`src/rtl/time_set_ctrl.sv`:
```
// rtl/time_set_ctrl.sv - clock time-of-day counter with set modes and field blink mask
// Counts h:m:s on sec_en in run mode; set modes freeze time and step one field per button press.
module time_set_ctrl #(
  parameter int HOUR_MAX = 23
) (
  input  logic       clk,
  input  logic       rst_n,
  input  logic [1:0] mode,
  input  logic       sec_en,
  input  logic       half_en,
  input  logic       inc_btn,
  output logic [4:0] hour,
  output logic [5:0] minute,
  output logic [5:0] second,
  output logic [2:0] blink_mask,
  output logic       setting
);

  typedef enum logic [1:0] {
    MODE_RUN  = 2'b00,
    MODE_HOUR = 2'b01,
    MODE_MIN  = 2'b10,
    MODE_SEC  = 2'b11
  } mode_e;

  localparam logic [4:0] HOUR_TOP = 5'(HOUR_MAX);

  mode_e       mode_cur;
  mode_e       mode_q;
  logic        inc_q;
  logic        inc_rise;
  logic        blink_phase;
  logic        phase_n;
  logic [2:0]  mask_n;
  logic [4:0]  hour_n;
  logic [5:0]  minute_n;
  logic [5:0]  second_n;
  logic [4:0]  hour_inc;
  logic [5:0]  minute_inc;
  logic [5:0]  second_inc;
  logic        hour_wrap;
  logic        minute_wrap;
  logic        second_wrap;

  assign mode_cur = mode_e'(mode);
  assign inc_rise = inc_btn & ~inc_q;
  assign setting  = (mode != 2'b00);

  // ">=" also catches out-of-range register contents so they reload 0
  assign hour_wrap   = (hour >= HOUR_TOP);
  assign minute_wrap = (minute >= 6'd59);
  assign second_wrap = (second >= 6'd59);
  assign hour_inc    = hour_wrap   ? 5'd0 : hour + 5'd1;
  assign minute_inc  = minute_wrap ? 6'd0 : minute + 6'd1;
  assign second_inc  = second_wrap ? 6'd0 : second + 6'd1;

  always_comb begin
    hour_n   = hour;
    minute_n = minute;
    second_n = second;
    case (mode_cur)
      MODE_RUN: begin
        if (sec_en) begin
          second_n = second_inc;
          if (second_wrap) begin
            minute_n = minute_inc;
            if (minute_wrap) hour_n = hour_inc;
          end
        end
      end
      MODE_HOUR: if (inc_rise) hour_n   = hour_inc;
      MODE_MIN:  if (inc_rise) minute_n = minute_inc;
      MODE_SEC:  if (inc_rise) second_n = second_inc;
      default: ;
    endcase
  end

  // Any mode change or edit keeps the field visible so the user sees the result
  always_comb begin
    phase_n = blink_phase;
    if ((mode_cur != mode_q) || inc_rise) phase_n = 1'b1;
    else if (half_en)                     phase_n = ~blink_phase;
    mask_n = 3'b000;
    case (mode_cur)
      MODE_HOUR: mask_n[2] = ~phase_n;
      MODE_MIN:  mask_n[1] = ~phase_n;
      MODE_SEC:  mask_n[0] = ~phase_n;
      default: ;
    endcase
  end

  always_ff @(posedge clk or negedge rst_n) begin
    if (!rst_n) begin
      hour        <= 5'd0;
      minute      <= 6'd0;
      second      <= 6'd0;
      blink_mask  <= 3'b000;
      blink_phase <= 1'b1;
      inc_q       <= 1'b0;
      mode_q      <= MODE_RUN;
    end else begin
      hour        <= hour_n;
      minute      <= minute_n;
      second      <= second_n;
      blink_mask  <= mask_n;
      blink_phase <= phase_n;
      inc_q       <= inc_btn;
      mode_q      <= mode_cur;
    end
  end

endmodule

```
`config.mk`:
```
export PLATFORM = sky130hd
export DESIGN_NAME = time_set_ctrl
export DESIGN_NICKNAME = d
export VERILOG_FILES = /design/src/rtl/time_set_ctrl.sv
export SDC_FILE = /design/constraint.sdc
export NUM_CORES = 1
export LEC_CHECK = 0
export CELL_PAD_IN_SITES_DETAIL_PLACEMENT = 0
export CELL_PAD_IN_SITES_GLOBAL_PLACEMENT = 1
export CORE_MARGIN = 4
export CORE_UTILIZATION = 35
export DETAILED_ROUTE_END_ITERATION = 6
export PLACE_DENSITY = 0.84
export SLEW_MARGIN = 20
export SYNTH_ARGS = -nofsm -noshare
export SYNTH_HDL_FRONTEND = slang
export SYNTH_SLANG_ARGS = --single-unit
export TNS_END_PERCENT = 1
```
`constraint.sdc`:
```
create_clock -name clk -period 4.4 [get_ports clk]
set_clock_uncertainty 0.1 [all_clocks]
set_input_delay 0.88 -clock clk [delete_from_list [all_inputs] [get_ports clk]]
set_output_delay 0.88 -clock clk [all_outputs]
set_load 0.1 [all_outputs]
```
Word level (Yosys, flattened, before mapping)

Cells that the tools add are included.

Bits in registers: 24
Output and inout port bits: 21
Logic and storage cells: 56

$add $sub $neg: 3
Order comparisons: 3
Equality and inequality tests: 10
Mux-type cells: 20
Bitwise logic cells: 4
Reductions and logical operators: 9

Operators with widths:

| operator                                                 | number |
|---|---|
| two-way mux 6 bit                                        | 7 |
| two-way mux 5 bit                                        | 5 |
| case mux 6 bit (2 select lines)                          | 2 |
| adder 6 x 1 -> 6 bit, second input constant              | 2 |
| greater-or-equal comparator 6 bit, second input constant | 2 |
| inequality test 2 bit, second input constant             | 6 |
| case mux 5 bit (2 select lines)                          | 1 |
| nonzero test 2 bit                                       | 4 |
| adder 5 x 1 -> 5 bit, second input constant              | 1 |
| greater-or-equal comparator 5 bit, second input constant | 1 |
| two-way mux 1 bit                                        | 5 |
| AND reduction 5 bit                                      | 1 |
| equality test 2 bit, second input constant               | 2 |
| AND reduction 4 bit                                      | 1 |
| inverter 1 bit                                           | 3 |
| AND reduction 3 bit                                      | 1 |
| equality test 2 x 1 -> 1 bit, second input constant      | 1 |
| logical NOT 2 bit                                        | 1 |
| inequality test 2 bit                                    | 1 |
| bitwise AND 1 bit                                        | 1 |
| logical OR 1 bit                                         | 1 |

Depth between registers and ports, before layout

Depth after elaboration: 6
Depth in mapped cells: 5
Mapped depth without buffers: 5

Least setup slack after synthesis

No wires, ideal clock.

Path type: input-to-output
Start point: in mode[0]
End point: out setting
Arrival time: 1903 ps
Setup slack: 1517 ps
Stages on the path: 3
Cell sequence: clkbuf_1 clkbuf_1 or2_2

Cells in the longest elaborated chain, start to end: 1

Ends and longest elaborated chain:

| element            | RTL line | RTL |
|---|---|---|
| from (decl)        | 8        | `input logic [1:0] mode,` |
| nonzero test 2 bit | 47       | `assign setting = (mode != 2'b00);` |
| to (decl)          | 16       | `output logic setting` |

No other way between the ends.

Worst setup path in the final report

Start point: in mode[1]
End point: out setting

Same word-level chain as after synthesis.

==> summary.txt <==
Outcome
  – Outcome: finished clean

Clock tree
  – Root buffer cell: clkbuf_4
  – Clock Pin Slew Worst Setup and Hold Paths: 0.14 ns
  – CTS-repair resized insts: 0
  – CTS tree: yes
  – Clk buf depth: 2
  – H-tree depth: 1
  – Num CTS Buffers: 3
  – Clock Latency Late Sink: 0.31 ns
  – Post-CTS setup buffer count: 0
  – Hold-fix buffers at CTS: 0
  – CTS sink count: 24

Layout
  – Final instance area: 1580 sq um
  – Share of layout cells above drive strength 1: 0.103
  – Nets: 157
  – Syn-to-layout area delta: 29.6%
  – ANT cells: 0
  – Non-Filler Instances: 192
  – Multi-input logic area: 597 sq um
  – Register Area: 602 sq um
  – Commonest non-fill, non-tap cell in the layout: clkdlybuf4s50_1
  – Fillcell total: 323
  – Commonest non-fill, non-tap cells in the layout: 25 x clkdlybuf4s50_1, 23 x dfrtp_1, 13 x o21ai_0
  – Final Core Density: 0.473

Worst setup path
  – CP required: 3.42 ns
  – Worst path cell trace: clkdlybuf4s50_1 -> buf_4 -> or2_2 -> buf_4
  – CP Launch Type: primary input
  – Endpoint class of the critical path: output port
  – Buf/Inv on CP: 3
  – Critical Path Stages: 4
  – Critical path's most frequent cell: buf_4
  – CP arrival: 2.00 ns
  – Crit-path leading delay family: buffers and inverters
  – CP max stage cell: clkdlybuf4s50_1
  – Worst r2r path cells: 5
  – Worst Path Max Fanout: 17
  – Max incr delay on CP: 0.39 ns
  – Setup CP Type: primary input to output port

STA
  – Min Tclk post-route: 2.98 ns
  – Fmax: 336 MHz
  – # setup viols final: 0
  – Tcrit/Tclk final: 0.677
  – Max Slew Vio Count: 0
  – Rel. slew slack: 0.348
  – Hold Vio Cnt, Final: 0
  – Setup TNS: 0 ns
  – Unrepaired setup endpoints after global routing: false
  – Worst-Margin Slew: 0.975 ns

Placement
  – Port bufs: 27
  – Placement Cell Area: 1550 sq um
  – Inst Count DP: 188
  – Gpl congestion: 0.797
  – Placed wire-length estimate: 1800 um

GRT
  – First-pass GRT wire length: 4260 um
  – Vias in the first global route: 980
  – Total gr overflow: 0
  – Initial antenna violation count: 0
  – Largest net degree at the start of global routing: 25
  – Overall Global Routing Usage: 0.124

Synth
  – Mean Syn Cell Area: 10.5 sq um
  – Yosys warns: 0
  – Syn Nets: 126
  – Synth cell types: 39
  – Synth Cell Area: 1220 sq um
  – Flop and latch count out of synthesis: 24
  – Register area share after synthesis: 0.494
  – Instance count of the mapped netlist: 116

Floorplan
  – Starting density of the core: 0.365
  – Cell Rows: 21
  – Die height: 67.0 um
  – Die area: 4490 sq um
  – Die Wd: 67.0 um
  – IO Count: 28
  – Core ar.: 3340 sq um

Detailed routing
  – Wire per inst: 12.8 um
  – Number of routed nets with antenna violations: 0
  – Final wirelength: 2450 um
  – Via count: 997
  – Drt first pass iters: 4
  – DR vias/cell: 5.19
  – DR iter-0 viols: 44
  – Residual DRC count: 0

Flow run
  – Max-cap violations: 0

Power and ir drop
  – LEAKAGE: 0.691 nW
  – Pwr Total: 0.940 mW
  – Cell Pwr Density: 596 nW/um^2
  – Worst IR Drop VDD: 0.000295 V

Worst hold path
  – Hold crit path type: primary input to asynchronous set/reset pin
-- layer usage --
metal	part of all wire	vias up	routed length, um	track usage
met4	0.0094	0	23	0.0481
met2	0.46	27	1120	0.204
met3	0.052	4	127	0.0236
met1	0.48	465	1180	0.159
li1	-	501	-	-
met5	0	-	0	0
-- area by class of cell --
cell class,count,area share
clock buffers,4,0.0230
inverters,2,0.00476
multi-input cells,87,0.378
flip-flops and latches,24,0.381
well taps,46,0.0365
repair buffers,29,0.176
-- power by group --
group | total [mW] | switching, mW | internal [mW]
Combinational | 0.504 | 0.383 | 0.121
Sequential | 0.321 | 0.0577 | 0.263
Clock | 0.115 | 0.0644 | 0.0505
Total | 0.940 | 0.505 | 0.435
-- Yosys cell counts --
cell type / number / area (sq um)
dfrtp_1: 23 / 576
o21ai_0: 13 / 65.1
nand2_1: 10 / 37.5
o31ai_1: 6 / 45.0
nand3_1: 5 / 25.0
a21oi_1: 4 / 20.0
nor2_1: 4 / 15.0
and3_1: 3 / 18.8
clkbuf_1: 3 / 11.3
ha_1: 3 / 37.5
nand2b_1: 3 / 18.8
nor2b_1: 3 / 18.8
nor4_1: 3 / 18.8
o41ai_1: 3 / 26.3
xor2_1: 3 / 26.3
a21o_1: 2 / 15.0
inv_1: 2 / 7.51
nand3b_1: 2 / 15.0
a22o_1: 1 / 8.76
a22oi_4: 1 / 21.3
a2bb2oi_1: 1 / 8.76
a31o_2: 1 / 8.76
a31oi_1: 1 / 6.26
a32oi_2: 1 / 16.3
a41oi_1: 1 / 8.76
and2_1: 1 / 6.26
and2b_1: 1 / 7.51
dfstp_2: 1 / 26.3
nand4b_1: 1 / 8.76
nor3b_1: 1 / 7.51
nor4b_1: 1 / 8.76
o2111a_1: 1 / 11.3
o2111a_4: 1 / 20.0
o2111ai_1: 1 / 8.76
o2bb2ai_1: 1 / 8.76
or2_1: 1 / 6.26
or2_2: 1 / 6.26
or2_4: 1 / 8.76
or3_1: 1 / 6.26
-- registers in the layout, summed over array words and instances (netlist names) --
register and count:
minute 6, second 6, hour 5, blink_mask 3
mode_q 2, blink_phase 1, inc_q 1
-- kinds of logic (layout without fill, tap and decap cells) --
family | Yosys count | count (layout) | synth area share
and+or+nand+nor | 42 | 42 | 0.192
AOI/OAI and AO/OA | 39 | 39 | 0.246
DFF | 24 | 24 | 0.494
buffers and inverters | 5 | 35 | 0.0154
adders and majority gates | 3 | 3 | 0.0308
xor gates and xnor gates | 3 | 3 | 0.0216
-- worst paths after layout --
check / from / to / slack, ns
min in group clk: second[0] / second[0] / 0.44
hold reg to reg: second[0] / second[0] / 0.44
max in group asynchronous: rst_n / blink_phase / 3.40
setup / recovery: mode[1] / setting / 1.42
setup reg to reg: minute[0] / hour[1] / 2.42
hold / removal: rst_n / minute[5] / 0.42
-- per-stage QoR --
stage | setup slack, ns | hold WS, ns
final | 1.42 | 0.422
after global routing | 1.38 | 0.444
after CTS | 1.42 | 0.452
after detailed placement | 1.42 | 0.436
after global placement | 1.41 | 0.399
after floorplan | 1.52 | 0.484
No activity file was read; power rests on OpenSTA's default activity.
